==> src/rtl/nibser_pkg.sv <==
// nibble_serializer shared types and phase lengths.
// Parity option: define NIBSER_PARITY_EN.
package nibser_pkg;

  typedef enum logic [2:0] {
    IDLE,
    REQ,
    WAIT,
    START,
    BIT,
    PAR,
    STOP,
    GAP
  } state_t;

  localparam int START_CYC = 2;
  localparam int STOP_CYC  = 3;
  localparam int BIT_CYC   = 2;

  // phase counter width; must hold GAP_CYC-1
  localparam int PH_W = 8;

endpackage

==> src/rtl/nibser_shreg.sv <==
// Parallel-load shift-left register with look-ahead MSB and parity.
// Parity option: define NIBSER_PARITY_EN in the top.
module nibser_shreg
  import nibser_pkg::*;
#(
  parameter int DATA_W = 4
) (
  input  logic              sclk,
  input  logic              rst,
  input  logic              load,
  input  logic              shift,
  input  logic [DATA_W-1:0] d,
  output logic              msb_nxt,
  output logic              par
);

  logic [DATA_W-1:0] q;
  logic [DATA_W-1:0] q_nxt;

  always_comb begin
    q_nxt = q;
    if (load) begin
      q_nxt = d;
    end else if (shift) begin
      q_nxt = q << 1;
    end
  end

  // MSB of the value q takes at the coming edge, so sda can be registered
  assign msb_nxt = q_nxt[DATA_W-1];

  always_ff @(posedge sclk or posedge rst) begin
    if (rst) begin
      q   <= '0;
      par <= 1'b0;
    end else begin
      q <= q_nxt;
      if (load) begin
        par <= ^d;
      end
    end
  end

endmodule

==> src/rtl/nibble_serializer.sv <==
// Requests a word, then sends it MSB-first as a START/bits/STOP frame.
// Parity option: define NIBSER_PARITY_EN to add a PAR phase.
module nibble_serializer
  import nibser_pkg::*;
#(
  parameter int DATA_W  = 4,
  parameter int GAP_CYC = 2,
  parameter int CNT_W   = 8
) (
  input  logic              sclk,
  input  logic              rst,
  input  logic              en,
  input  logic [DATA_W-1:0] data,
  output logic              ask_for_data,
  output logic              scl,
  output logic              sda,
  output logic              busy,
  output logic [CNT_W-1:0]  frame_cnt
);

  localparam int IW = (DATA_W > 1) ? $clog2(DATA_W) : 1;

  state_t          state;
  state_t          nxt_state;
  logic [PH_W-1:0] cnt;
  logic [PH_W-1:0] nxt_cnt;
  logic [IW-1:0]   idx;
  logic [IW-1:0]   nxt_idx;

  logic load;
  logic shift;
  logic done;
  logic msb_nxt;
  logic par;

  logic o_ask;
  logic o_scl;
  logic o_sda;
  logic o_busy;

  nibser_shreg #(
    .DATA_W (DATA_W)
  ) u_shreg (
    .sclk    (sclk),
    .rst     (rst),
    .load    (load),
    .shift   (shift),
    .d       (data),
    .msb_nxt (msb_nxt),
    .par     (par)
  );

  always_comb begin
    nxt_state = state;
    nxt_cnt   = cnt + PH_W'(1);
    nxt_idx   = idx;
    load      = 1'b0;
    shift     = 1'b0;
    done      = 1'b0;
    unique case (state)
      IDLE: begin
        nxt_cnt = '0;
        if (en) begin
          nxt_state = REQ;
        end
      end
      REQ: begin
        nxt_cnt   = '0;
        nxt_state = WAIT;
      end
      WAIT: begin
        nxt_cnt   = '0;
        nxt_state = START;
        load      = 1'b1;
      end
      START: begin
        if (cnt == PH_W'(START_CYC - 1)) begin
          nxt_cnt   = '0;
          nxt_state = BIT;
          nxt_idx   = IW'(DATA_W - 1);
        end
      end
      BIT: begin
        if (cnt == PH_W'(BIT_CYC - 1)) begin
          nxt_cnt = '0;
          shift   = 1'b1;
          if (idx == '0) begin
`ifdef NIBSER_PARITY_EN
            nxt_state = PAR;
`else
            nxt_state = STOP;
`endif
          end else begin
            nxt_idx = idx - IW'(1);
          end
        end
      end
      PAR: begin
        if (cnt == PH_W'(BIT_CYC - 1)) begin
          nxt_cnt   = '0;
          nxt_state = STOP;
        end
      end
      STOP: begin
        if (cnt == PH_W'(STOP_CYC - 1)) begin
          nxt_cnt   = '0;
          nxt_state = GAP;
          done      = 1'b1;
        end
      end
      GAP: begin
        if (cnt == PH_W'(GAP_CYC - 1)) begin
          nxt_cnt   = '0;
          nxt_state = en ? REQ : IDLE;
        end
      end
      default: begin
        nxt_cnt   = '0;
        nxt_state = IDLE;
      end
    endcase
  end

  // Outputs are decoded from the state being entered, then registered
  always_comb begin
    o_ask  = 1'b0;
    o_busy = 1'b1;
    o_scl  = 1'b1;
    o_sda  = 1'b1;
    unique case (nxt_state)
      IDLE: begin
        o_busy = 1'b0;
      end
      REQ: begin
        o_ask = 1'b1;
      end
      WAIT: begin
        o_ask = 1'b0;
      end
      START: begin
        o_scl = (nxt_cnt == '0);
        o_sda = 1'b0;
      end
      BIT: begin
        o_scl = nxt_cnt[0];
        o_sda = msb_nxt;
      end
      PAR: begin
        o_scl = nxt_cnt[0];
        o_sda = par;
      end
      STOP: begin
        o_scl = (nxt_cnt != '0);
        o_sda = (nxt_cnt == PH_W'(STOP_CYC - 1));
      end
      GAP: begin
        o_busy = 1'b0;
      end
      default: begin
        o_busy = 1'b0;
      end
    endcase
  end

  always_ff @(posedge sclk or posedge rst) begin
    if (rst) begin
      state <= IDLE;
      cnt   <= '0;
      idx   <= '0;
    end else begin
      state <= nxt_state;
      cnt   <= nxt_cnt;
      idx   <= nxt_idx;
    end
  end

  always_ff @(posedge sclk or posedge rst) begin
    if (rst) begin
      ask_for_data <= 1'b0;
      scl          <= 1'b1;
      sda          <= 1'b1;
      busy         <= 1'b0;
      frame_cnt    <= '0;
    end else begin
      ask_for_data <= o_ask;
      scl          <= o_scl;
      sda          <= o_sda;
      busy         <= o_busy;
      if (done) begin
        frame_cnt <= frame_cnt + CNT_W'(1);
      end
    end
  end

endmodule

==> config.mk <==
export PLATFORM = sky130hd
export DESIGN_NAME = nibble_serializer
export DESIGN_NICKNAME = d
export VERILOG_FILES = /design/src/rtl/nibser_pkg.sv /design/src/rtl/nibser_shreg.sv /design/src/rtl/nibble_serializer.sv
export SDC_FILE = /design/constraint.sdc
export NUM_CORES = 1
export LEC_CHECK = 0
export BUFFER_PORTS_ARGS = -buffer_cell sky130_fd_sc_hd__buf_2
export CAP_MARGIN = 25
export CORE_MARGIN = 2
export CORE_UTILIZATION = 58
export DETAILED_ROUTE_END_ITERATION = 8
export PLACE_DENSITY = 0.79
export SYNTH_ARGS = -nofsm -noshare
export SYNTH_HDL_FRONTEND = slang
export SYNTH_SLANG_ARGS = --single-unit
==> constraint.sdc <==
create_clock -name sclk -period 2.45 [get_ports sclk]
set_input_delay 0.49 -clock sclk [delete_from_list [all_inputs] [get_ports sclk]]
set_output_delay 0.49 -clock sclk [all_outputs]
set_load 0.02 [all_outputs]
# Word level (Yosys, flattened, before mapping)
# Index checks and enable logic that the tools add are counted.
totals:
  ff_bits: 30
  latch_bits: 0
  ramBits: 0
  mem_bits_ro: 0
  input_bits: 7
  out_inout_bits: 12
  elab_cells: 73
  mem_count: 0
op_classes:
  addsub: 3
  multipliers: 0
  div: 0
  magnitude_cmp: 0
  eq_ne: 19
  n_shift: 0
  muxes: 27
  n_bitwise: 0
  n_reduce_logical: 13
ops:
  columns: ["cell", "count"]
  rows:
  - ["3-bit == test (second input constant)", 8]
  - ["3-bit one-hot mux with 8 select lines", 1]
  - ["8-bit one-hot mux with 3 select lines", 1]
  - ["3-bit 2-to-1 mux", 7]
  - ["8-bit by 1-bit adder with 8-bit output (second input constant)", 2]
  - ["8-bit by 2-bit == test with 1-bit output (second input constant)", 2]
  - ["8-bit 2-to-1 mux", 2]
  - ["3-bit by 2-bit == test with 1-bit output (second input constant)", 3]
  - ["8-bit by 1-bit == test with 1-bit output (second input constant)", 1]
  - ["8-bit zero test", 1]
  - ["1-bit 2-to-1 mux", 8]
  - ["4-bit 2-to-1 mux", 2]
  - ["8-bit nonzero test", 1]
  - ["3-bit by 1-bit == test with 1-bit output (second input constant)", 2]
  - ["3-bit zero test", 2]
  - ["2-bit 2-to-1 mux", 3]
  - ["2-bit != test (second input constant)", 3]
  - ["1-bit one-hot mux with 4 select lines", 1]
  - ["2-bit one-hot mux with 2 select lines", 1]
  - ["4-bit AND reduction", 1]
  - ["2-bit nonzero test", 2]
  - ["2-bit OR reduction", 2]
  - ["4-bit OR reduction", 1]
  - ["4-bit parity", 1]
  - ["4 further kinds", 4]

# Longest topological paths before layout
logic_depth:
  word_depth: 7
  mapped_depth: 8
  depth_no_buf: 7

# Cells and area by module
# A second synthesis with hierarchy kept.
unflattened:
  cells_unflattened: 178
  area_unflattened_um2: 1681.6
modules_own_cells:
  columns: ["module", "instances", "cells_each", "area_each_um2", "seq_area_each_um2"]
  rows:
  - ["nibble_serializer", 1, 154, 1442.6, 628.1]
  - ["nibser_shreg", 1, 24, 239.0, 125.1]

# Worst setup path before layout
# OpenSTA, ideal clock, no wires.
synth_timing:
  path_type: "register to register"
  from: "register cnt[2]"
  to: "register busy"
  setup_ps: 86
  arrival_time_ps: 1850
  setup_slack_ps: 515
  stages_incl_launch_ff: 7
  period_less_slack_ps: 1935
  cell_sequence: "dfrtp_1 -> buf_6 -> or3_4 -> nor4_4 -> a211oi_4 -> a211o_1 -> a32oi_1"
synth_between:
  elab_chain_cells: 6
  word_cells_on_any_way: 12
  cone_classes: "eq/ne (3); mux (7); reduce/logical (2)"
synth_rtl:
  columns: ["item", "line_no", "text"]
  rows:
  - ["from (decl)", "nibble_serializer.sv:25", "logic [PH_W-1:0] cnt;"]
  - ["from (signal assigned)", "nibble_serializer.sv:172", "cnt <= nxt_cnt;"]
  - ["8-bit by 1-bit == test with 1-bit output / 8-bit by 2-bit == test with 1-bit output (equally long branches)", null, null]
  - ["3-bit 2-to-1 mux (on tied branches)", null, null]
  - ["3-bit one-hot mux with 8 select lines (*)", "nibble_serializer.sv:60", "unique case (state)"]
  - ["3-bit == test / 3-bit zero test (equally long branches)", "nibble_serializer.sv:130", "unique case (nxt_state)"]
  - ["2-bit OR reduction (no source line) (*)", null, null]
  - ["1-bit 2-to-1 mux (*)", "nibble_serializer.sv:130", null]
  - ["via o_busy", "nibble_serializer.sv:39", "logic o_busy;"]
  - ["to (signal assigned)", "nibble_serializer.sv:188", "busy <= o_busy;"]
  - ["to (decl)", "nibble_serializer.sv:17", "output logic busy,"]
# The timed path passes the listed nets; every way through them passes the cells marked *.
# A chain may end at the register's enable or synchronous reset.

# Worst setup path after layout
# Same ends and word-level chain as after synthesis.

==> parameters.txt <==
Parameter                              Value

Global route
  Met2 Resource Use GR ... 39.13%
  Total congestion overflow ... 0
  First-pass GRT wire length ... between 6000 and 7000 um
  Via count of the first global-routing pass ... 1426
  Antenna violations before repair ... 0
  Largest net degree at the start of global routing ... 31
  Overall fraction of global-route tracks in use ... 24.35%
  Most crowded layer after global routing ... met2
  Met1 global-route usage ... between 30% and 40%
  Met3 usage in global routing ... 6.061%

Clock network
  Max Root-Sink Buffers ... 2
  CTS hold repair buffers ... 0
  Clock sink total ... 30
  Total of cells resized after clock tree synthesis ... 0
  Reg clk slew, reported paths ... 100 ps
  TritonCTS clock tree ... built
  CTS Root Cell ... sky130_fd_sc_hd__clkbuf_4
  TritonCTS buffer count ... 5
  Post-CTS setup buffer count ... 0
  H-tree levels ... 2
  Clk Latency, worst-skew pair ... 340 ps

STA
  Total negative slack ... 0 ps
  Final worst-path cycle share ... 88.46%
  Setup violation total in the final timing report ... 0
  Setup repair after global routing missed its margin ... false
  Relative slew margins ... about three fifths
  Number of hold-slack violations in the final timing report ... 0
  Pins over their slew limit ... 0
  Timing-limited maximum frequency ... 461.4 MHz
  Final Critical Period ... 2167 ps
  Final hold slack ... 201.4 ps
  Transition time at the pin with the least slew margin ... 587.8 ps
  Final clock skew ... 13.23 ps

Synthesis
  Top-area cell type share of the netlist area ... 38.25%
  Count leader, synth ... sky130_fd_sc_hd__dfrtp_1
  Avg Inst Size Synth ... 9.743 um2
  Synthesized cell area ... 1832 um2
  Net count after synthesis ... 200
  Number of distinct library cells after synthesis ... 52
  Sequential area share after synthesis ... 41.12%
  Commonest register cell after synthesis ... sky130_fd_sc_hd__dfrtp_1
  Number of enable-type register cells in the synthesized netlist ... 0
  Fraction of registers with async set/reset ... 100.0%
  Number of instances in the synthesized netlist ... 188
  Leading post-synthesis cells by cell area ... sky130_fd_sc_hd__dfrtp_1 (38%), sky130_fd_sc_hd__xnor2_1 (5.3%), sky130_fd_sc_hd__nor2_1 (3.9%), sky130_fd_sc_hd__nand2_1 (3.7%), sky130_fd_sc_hd__ha_1 (3.4%)
  Yosys warning count ... 0
  Largest area contributor in the netlist ... sky130_fd_sc_hd__dfrtp_1
  Commonest cells post-synth ... sky130_fd_sc_hd__dfrtp_1 (28), sky130_fd_sc_hd__nor2_1 (19), sky130_fd_sc_hd__nand2_1 (18)
  Yosys reg bits ... 30

Finish
  Fillcell total ... 243
  Share of final-layout standard cells stronger than drive strength 1 ... 22.07%
  Flip-flop and latch area ... 753.2 um2
  N_diodes ... 0
  Final Core Density ... about two thirds
  Synth-to-Final Area Change ... 11.20%
  Multi-input gate area in the final layout ... approximately 990 um2
  Net count reported at finish ... 224

Setup path
  Crit path max-delay cell type ... sky130_fd_sc_hd__nor4_4
  Setup crit start kind ... flop
  Worst Path Required ... around 2700 ps
  Maximum fanout encountered on the critical timing path ... 10
  Category of the critical setup timing path ... flop to flop
  Data arrival time of the critical path ... 2430 ps
  CP Cell Sequence ... or3_4 -> nor4_4 -> a211oi_4 -> a211o_1 -> a32oi_1
  Crit end category ... flop
  Biggest cell delay along the critical path ... 530 ps

Min path
  Worst min-delay path category ... input port to asynchronous set/reset pin

Run
  Max-cap violations ... 0

Floorplanning
  Vert. Die Dim ... 60.20 um
  Horiz. Die Dim ... 60.20 um
  # IOs ... 19
  Initial core utilization ... 60.50%
  Area of the core region ... 3028 um2
  Area enclosed by the die boundary ... between 3000 and 4000 um2
  Floorplan row count ... 20

Detailed routing
  Routed Wire Length ... 3775 um
  First-pass DRT Iterations ... 4
  Count of antenna-violating nets left after detailed routing ... 0
  Count of routing violations after the opening detailed-route iteration ... between 80 and 90
  DR vias/cell ... around 5.7
  Average routed wire per standard cell ... 14.69 um
  Post-route DRC ... 0
  Total number of vias ... 1463

Power
  P per Cell Area ... 1152 nW/um2
  Leakage ... 0.0009544 uW
  PnR Total Power ... 2346 uW
  Worst VDD drop ... 0.6365 mV

Placed design
  Placer congestion estimate ... about 1
  Final HPWL from detailed placement ... 2676 um
  PortBufs ... 18

Run status
  Result of the run ... complete, no violations
final cells by class:
| type | count | area share [%] |
|---|---|---|
| tap | 44 | 2.703 |
| clock buffer | 7 | 2.703 |
| inverter | 11 | 2.027 |
| clock inverter | 1 | 0.2457 |
| multi-input combinational | 140 | 48.71 |
| sequential | 30 | 36.98 |
| timing repair buffer | 24 | 6.634 |
layout by cell type (no fill, tap or decap), types with 2 or more instances in the layout:
cell and n:
sky130_fd_sc_hd__dfrtp_1 28, sky130_fd_sc_hd__nor2_1 19, sky130_fd_sc_hd__nand2_1 18, sky130_fd_sc_hd__buf_2 18
sky130_fd_sc_hd__xnor2_1 11, sky130_fd_sc_hd__inv_1 11, sky130_fd_sc_hd__nand4_1 9, sky130_fd_sc_hd__mux2i_1 6
sky130_fd_sc_hd__xor2_1 6, sky130_fd_sc_hd__buf_4 6, sky130_fd_sc_hd__a21oi_1 5, sky130_fd_sc_hd__nand3_1 5
sky130_fd_sc_hd__ha_1 5, sky130_fd_sc_hd__clkbuf_4 5, sky130_fd_sc_hd__nand2b_1 4, sky130_fd_sc_hd__o21ai_0 4
sky130_fd_sc_hd__and3_1 4, sky130_fd_sc_hd__o31ai_1 3, sky130_fd_sc_hd__nor3_1 3, sky130_fd_sc_hd__a211o_1 3
sky130_fd_sc_hd__o221ai_1 2, sky130_fd_sc_hd__nand3b_1 2, sky130_fd_sc_hd__or3_4 2, sky130_fd_sc_hd__o32ai_1 2
sky130_fd_sc_hd__and2_1 2, sky130_fd_sc_hd__dfstp_2 2
per-stage QoR:
| step | setup WS, ps | cell area [um2] | std cells |
|---|---|---|---|
| 2_1_floorplan | 514.7 | 1832 | 188 |
| 3_5_place_dp | 301.9 | 1977 | 249 |
| 6_report | 282.7 | 2037 | 257 |
| 4_1_cts | 288.5 | 2037 | 257 |
| 3_3_place_gp | 364.6 | 1977 | 249 |
| 5_1_grt | 73.96 | 2037 | 257 |
flip-flops by register name, indices dropped and copies added (netlist names):
signal,flops
cnt,8
idx,2
u_shreg.par,1
state,3
frame_cnt,8
busy,1
scl,1
u_shreg.q,4
sda,1
ask_for_data,1
kinds of logic (layout without fill, tap and decap cells):
family	Yosys count	after routing	share of synthesized area [%]
AOI/OAI and AO/OA	32	32	13.94
and+or+nand+nor	79	79	24.79
xor gates and xnor gates	17	17	8.128
adders and majority gates	5	5	3.415
DFF	30	30	41.12
buffers and inverters	18	43	4.712
muxes	7	7	3.894
layer usage:
layer / part of all wire [%] / wire length [um]
met1: 44 / 1679
met2: 49 / 1833
met3: 4.9 / 185
met4: 2.1 / 78
met5: 0 / 0
report_power, final:
group,internal (uW),leakage (uW),switching (uW)
registers,655,0.000374,201
logic,520,0.000545,653
clock network,139,0.0000353,178
path summary, 6_finish.rpt:
check,startpoint,to,slack (ps),cells past startpoint
min,rst,frame_cnt[7]$_DFFE_PP0P_,200,3
max reg2reg,cnt[2]$_DFF_PP0_,busy$_DFF_PP0_,280,5
min in group sclk,data[0],u_shreg.q[0]$_DFFE_PP0P_,380,3
max,cnt[2]$_DFF_PP0_,busy$_DFF_PP0_,280,5
min reg2reg,frame_cnt[7]$_DFFE_PP0P_,frame_cnt[7]$_DFFE_PP0P_,470,1
max in group asynchronous,rst,sda$_DFF_PP1_,1930,3
critical path, delay by kind of cell, from the launching register on:
| kind | cells | cell delay, ps |
|---|---|---|
| and+or+nand+nor | 2 | 980 |
| AOI/OAI and AO/OA | 3 | 600 |
| DFF | 1 | 520 |
Power figures use the tool's default switching activity.
